==> src/rtl/ahb_bridge_arbiter.sv <==
// Round-robin AHB-lite arbiter in front of the AHB2APB bridge slave port.
// Ports: Hclk/Hresetn, m_* master side, H* bridge side (see port list).
module ahb_bridge_arbiter #(
  parameter int NUM_MASTERS = 2,
  parameter int ADDR_WIDTH  = 32,
  parameter int DATA_WIDTH  = 32,
  parameter int MAX_BEATS   = 8
) (
  input  logic                              Hclk,
  input  logic                              Hresetn,
  input  logic [NUM_MASTERS-1:0]            m_hbusreq,
  output logic [NUM_MASTERS-1:0]            m_hgrant,
  input  logic [NUM_MASTERS*ADDR_WIDTH-1:0] m_haddr,
  input  logic [NUM_MASTERS*2-1:0]          m_htrans,
  input  logic [NUM_MASTERS-1:0]            m_hwrite,
  input  logic [NUM_MASTERS*DATA_WIDTH-1:0] m_hwdata,
  output logic                              m_hready,
  output logic [DATA_WIDTH-1:0]             m_hrdata,
  output logic [1:0]                        m_hresp,
  output logic [ADDR_WIDTH-1:0]             Haddr,
  output logic [1:0]                        Htrans,
  output logic                              Hwrite,
  output logic [DATA_WIDTH-1:0]             Hwdata,
  output logic                              Hreadyin,
  input  logic                              Hreadyout,
  input  logic [DATA_WIDTH-1:0]             Hrdata,
  input  logic [1:0]                        Hresp
);

  localparam int IW = $clog2(NUM_MASTERS);
  localparam logic [0:0] S_IDLE  = 1'b0;
  localparam logic [0:0] S_OWNED = 1'b1;

  logic [0:0]    state_q, state_d;
  logic [IW-1:0] own_q, own_d;
  logic [IW-1:0] rr_q, rr_d;
  logic [IW-1:0] dpo_q, dpo_d;
  logic          dpv_q, dpv_d;
  logic [7:0]    cnt_q, cnt_d;
  logic [7:0]    cnt_inc;
  logic [IW:0]   sel_idle, sel_next;
  logic          rearb;

  // {found, index}: first requester scanning from start+off, circular.
  function automatic logic [IW:0] pick(
    input logic [NUM_MASTERS-1:0] req,
    input logic [IW-1:0]          start,
    input int                     off
  );
    logic          found;
    logic [IW-1:0] idx;
    int            j;
    found = 1'b0;
    idx   = '0;
    for (int k = 0; k < NUM_MASTERS; k++) begin
      j = (int'(start) + off + k) % NUM_MASTERS;
      if (!found && req[j]) begin
        found = 1'b1;
        idx   = IW'(j);
      end
    end
    return {found, idx};
  endfunction

  assign m_hready = Hreadyout;
  assign Hreadyin = Hreadyout;
  assign m_hrdata = Hrdata;
  assign m_hresp  = Hresp;

  always_comb begin
    m_hgrant = '0;
    Haddr    = '0;
    Htrans   = 2'b00;
    Hwrite   = 1'b0;
    if (state_q == S_OWNED) begin
      m_hgrant[own_q] = 1'b1;
      Haddr  = m_haddr[own_q*ADDR_WIDTH +: ADDR_WIDTH];
      Htrans = m_htrans[own_q*2 +: 2];
      Hwrite = m_hwrite[own_q];
    end
  end

  assign Hwdata = dpv_q ? m_hwdata[dpo_q*DATA_WIDTH +: DATA_WIDTH]
                        : '0;

  // Beat count includes the beat accepted on this edge.
  assign cnt_inc  = (Htrans[1] && cnt_q != 8'hFF) ? cnt_q + 8'd1
                                                  : cnt_q;
  assign sel_idle = pick(m_hbusreq, rr_q, 0);
  // Offset 1 makes the current owner the lowest priority.
  assign sel_next = pick(m_hbusreq, own_q, 1);
  assign rearb    = !m_hbusreq[own_q] ||
                    (cnt_inc >= 8'(MAX_BEATS));

  always_comb begin
    state_d = state_q;
    own_d   = own_q;
    rr_d    = rr_q;
    cnt_d   = cnt_q;
    dpo_d   = dpo_q;
    dpv_d   = dpv_q;
    if (Hreadyout) begin
      dpo_d = own_q;
      dpv_d = (state_q == S_OWNED) && Htrans[1];
      case (state_q)
        S_IDLE: begin
          if (|m_hbusreq) begin
            state_d = S_OWNED;
            own_d   = sel_idle[IW-1:0];
            cnt_d   = '0;
          end
        end
        default: begin
          if (rearb) begin
            rr_d  = (own_q == IW'(NUM_MASTERS-1)) ? '0
                                                  : own_q + 1'b1;
            cnt_d = '0;
            if (sel_next[IW]) own_d = sel_next[IW-1:0];
            else              state_d = S_IDLE;
          end else begin
            cnt_d = cnt_inc;
          end
        end
      endcase
    end
  end

  always_ff @(posedge Hclk or negedge Hresetn) begin
    if (!Hresetn) begin
      state_q <= S_IDLE;
      own_q   <= '0;
      rr_q    <= '0;
      dpo_q   <= '0;
      dpv_q   <= 1'b0;
      cnt_q   <= '0;
    end else begin
      state_q <= state_d;
      own_q   <= own_d;
      rr_q    <= rr_d;
      dpo_q   <= dpo_d;
      dpv_q   <= dpv_d;
      cnt_q   <= cnt_d;
    end
  end

endmodule

==> config.mk <==
export PLATFORM = sky130hd
export DESIGN_NAME = ahb_bridge_arbiter
export DESIGN_NICKNAME = d
export VERILOG_FILES = /design/src/rtl/ahb_bridge_arbiter.sv
export SDC_FILE = /design/constraint.sdc
export NUM_CORES = 1
export LEC_CHECK = 0
export CORE_AREA = 2 2 109 111
export DETAILED_ROUTE_END_ITERATION = 8
export DIE_AREA = 0 0 111 113
export DONT_BUFFER_PORTS = 1
export PLACE_DENSITY = 0.35
export SKIP_LAST_GASP = 1
export SYNTH_ARGS = -nofsm -noshare
export SYNTH_HDL_FRONTEND = slang
export SYNTH_SLANG_ARGS = --single-unit
==> constraint.sdc <==
create_clock -name Hclk -period 2.03 [get_ports Hclk]
set_input_delay 0.203 -clock Hclk [delete_from_list [all_inputs] [get_ports Hclk]]
set_output_delay 0.203 -clock Hclk [all_outputs]
set_load 0.1 [all_outputs]
==> impl_metrics.toml <==
[status]
status = "complete, no violations"

[pwr]
p_sw_share_pct = 58.8
power_mw = 6.04
comb_power_share_pct = 87.9
switching_power_mw = 3.55
intPower_mw = 2.49
peakVddDrop_mv = 0.679
powerDensity_nw_per_um2 = 1540
p_leak_nw = 1.59
pwr-share-clk_pct = 6.2
seq_power_share_pct = 5.9

[clocking]
clk_pin_slew_ns = 0.05
root_buffer = "clkbuf_16"
post-cts-setup-buffer-count = 0
cts_max_level = 1
cts_tree = "done"
insertion_delay_ns = 0.24
clock_path_buffers = 2
cts-buffers-inserted = 3
cts.sinks = 13

[routing]
vias = 2012
first_iter_violations = 68
ant_nets = 0
wire_per_inst_um = 15.8
drt-total-wl_um = 6950
drtPass1Iterations = 4
route.detailed.drc = 0
via_per_inst = 4.58

[final_layout]
antennaDiodeCount = 0
drive_gt1_share_pct = 56.4
final_cells = 439
fillers = 1140
final_cell_mix = "mux2i_1, buf_12, nor2_4, nor2b_4, buf_4"
nets = 471
fin_util_pct = 34.9
area_delta_synth_final_pct = 85.9
layout_commonest_cell = "mux2i_1"

[timing]
min_period_ns = 1.96
fin_skew_ns = 0.00118
fmax_ghz = 0.511
finalSetupViolCount = 0
period_share_pct = 96.4
finalHoldViolations = 0
worst_pin_slew_ns = 0.617
slew_viol_final = 0
relSlewSlack_pct = 58.8
rsz0062_at_grt = "yes"

[critical_path]
path_max_fanout = 4
crit_required_ns = 2.15
criticalPathCategory = "reg -> reg"
reg2reg_slack_ns = 0.07
crit_slowest_cell = "dfrtp_1"
start_kind = "flop"
worst_r2r_path_depth = 7
cp-end-kind = "flop"
r2r_start = "cnt_q[1]$_DFFE_PN0P_"
critPathMaxStageDelay_ns = 0.40
r2r-end = "own_q$_DFFE_PN0P_"
worstPathArrival_ns = 2.08
cp_cell_sequence = "ha_4 > and3_4 > a211oi_4 > nand4_1 > a22oi_4 > a31oi_1 > mux2_1"

[synthesis]
netlist_area_um2 = 2120
ys_warn_count = 0
seq_area_frac_synth_pct = 15.4
synthesis.nets = 436
yosysUniqueCellTypes = 39
synthCells = 262
post_synth.cell_area_avg_um2 = 8.08
synth-seq-cells = 13

[placed_design]
place_inst = 434
gp_congestion = 0.781
io_buffers = 0
dpl.hpwl_um = 6040

[job]
maxCapViolCount = 0

[grt]
grtUsageTotal_pct = 10.6
antenna_found_initial = 0
grt-ovfl-total = 0
grt_max_degree = 39
grt_pass1_vias = 2082
grt_pass1_wl_um = 11000

[die]
rows = 39
start_util_pct = 18.8
dieWidth_um = 111
die_h_um = 113
core_area_um2 = 11300
io_pins = 278
dieArea_um2 = 12500

[hold_path]
hold_end = "state_q$_DFFE_PN0P_"
hold_class = "in -> reg"
hp-start = "Hreadyout"
min_delay_path_depth = 1
## cell usage after synthesis
| cell | instances | area, um^2 |
|---|---|---|
| o31ai_1 | 1 | 7.51 |
| dfrtp_1 | 13 | 325 |
| buf_4 | 37 | 278 |
| nand3_1 | 5 | 25.0 |
| a22oi_4 | 1 | 21.3 |
| and2_1 | 6 | 37.5 |
| and4_4 | 1 | 11.3 |
| a311o_1 | 1 | 10.0 |
| a211o_1 | 1 | 8.76 |
| mux2_1 | 1 | 11.3 |
| a211oi_4 | 1 | 20.0 |
| nor2b_1 | 34 | 213 |
| nand2_1 | 7 | 26.3 |
| a21oi_1 | 2 | 10.0 |
| mux2i_1 | 68 | 681 |
| xnor2_1 | 1 | 8.76 |
| a31o_2 | 1 | 8.76 |
| and3_1 | 3 | 18.8 |
| xor2_1 | 1 | 8.76 |
| a21boi_0 | 1 | 7.51 |
| a31oi_1 | 1 | 6.26 |
| clkbuf_1 | 13 | 48.8 |
| buf_2 | 2 | 10.0 |
| nor3b_1 | 2 | 15.0 |
| o31a_1 | 1 | 8.76 |
| o2111ai_1 | 1 | 8.76 |
| o21ai_0 | 2 | 10.0 |
| buf_1 | 2 | 7.51 |
| nand4_1 | 2 | 12.5 |
| ha_1 | 1 | 12.5 |
| nand4b_1 | 1 | 8.76 |
| inv_1 | 2 | 7.51 |
| nor3_1 | 1 | 5.00 |
| mux2i_4 | 1 | 22.5 |
| mux2_2 | 2 | 22.5 |
| a32oi_1 | 1 | 8.76 |
| nor2_1 | 38 | 143 |
| nor3_2 | 1 | 10.0 |
| o21ai_1 | 2 | 10.0 |
## worst max-delay path by stage
stage | from | endpoint | slack, ns | depth (start not counted)
final | cnt_q[1]$_DFFE_PN0P_ | own_q$_DFFE_PN0P_ | 0.07 | 7
after global placement | cnt_q[1]$_DFFE_PN0P_ | own_q$_DFFE_PN0P_ | 0.13 | 7
after CTS | cnt_q[1]$_DFFE_PN0P_ | own_q$_DFFE_PN0P_ | 0.08 | 7
after global routing | cnt_q[1]$_DFFE_PN0P_ | own_q$_DFFE_PN0P_ | -0.03 | 7
after floorplan | own_q$_DFFE_PN0P_ | Haddr[2] | -0.28 | 4
after detailed placement | cnt_q[1]$_DFFE_PN0P_ | own_q$_DFFE_PN0P_ | 0.08 | 7
## kinds of logic after synthesis
family	after synthesis	share of synthesized area, %
AOI/OAI and AO/OA	17	6.92
xor gates and xnor gates	2	0.828
adders and majority gates	1	0.591
buffers and inverters	56	16.6
DFF	13	15.4
muxes	72	34.8
and+or+nand+nor	101	24.8
## through the flow
stage | setup WS, ns | hold slack, ns | instance area, um^2 | setup TNS (ns)
after floorplan | -0.278 | -0.0926 | 2580 | -1.07
after global placement | 0.131 | -0.0922 | 3830 | 0
after detailed placement | 0.0823 | -0.0923 | 3830 | 0
after CTS | 0.0819 | 0.0379 | 3920 | 0
after global routing | -0.0318 | 0.0474 | 3930 | -0.0318
final | 0.0733 | 0.0366 | 3930 | 0
## power groups by stage
| stage | clock [mW] | combinational, mW | sequential, mW |
|---|---|---|---|
| CTS | 0.378 | 5.37 | 0.355 |
| global placement | 0 | 5.33 | 0.356 |
| detailed placement | 0 | 5.36 | 0.358 |
| finish | 0.374 | 5.31 | 0.356 |
| floorplan | 0 | 4.15 | 0.332 |
| global route | 0.393 | 5.51 | 0.366 |
## flip-flops by register name, summed over array words and instances (netlist names)
register,cells
dpo_q,1
rr_q,1
own_q,1
state_q,1
dpv_q,1
cnt_q,8
## timing repair
action                                  CTS  global route
endpoints found under the setup margin    0             3
resized for setup                         0             1
endpoints found under the hold margin    13             0
hold buffers                              1             0
## per-layer routing
| metal | share of wire, % | global-route usage [%] | vias to the layer above | wire length [um] |
|---|---|---|---|---|
| met5 | 0 | 0 | - | 0 |
| li1 | - | - | 930 | - |
| met1 | 35 | 11.5 | 923 | 2460 |
| met4 | 1.3 | 2.58 | 0 | 88 |
| met3 | 11 | 3.00 | 18 | 763 |
| met2 | 52 | 20.2 | 141 | 3630 |
## cell type report
cell class | instances | area, um^2 | share of cell area (%)
multi-input cells | 193 | 1920 | 48.7
repair buffers | 84 | 1420 | 36.1
flip-flops and latches | 13 | 328 | 8.34
well taps | 143 | 179 | 4.55
clock buffers | 4 | 78.8 | 2.00
inverters | 2 | 8.76 | 0.223
## critical path: cells and delay by family (launching register included)
| kind | cells | cell delay (ns) |
|---|---|---|
| AOI/OAI and AO/OA | 3 | 0.59 |
| DFF | 1 | 0.40 |
| and+or+nand+nor | 2 | 0.35 |
| muxes | 1 | 0.31 |
| adders and majority gates | 1 | 0.19 |
Power figures use the tool's default switching activity.
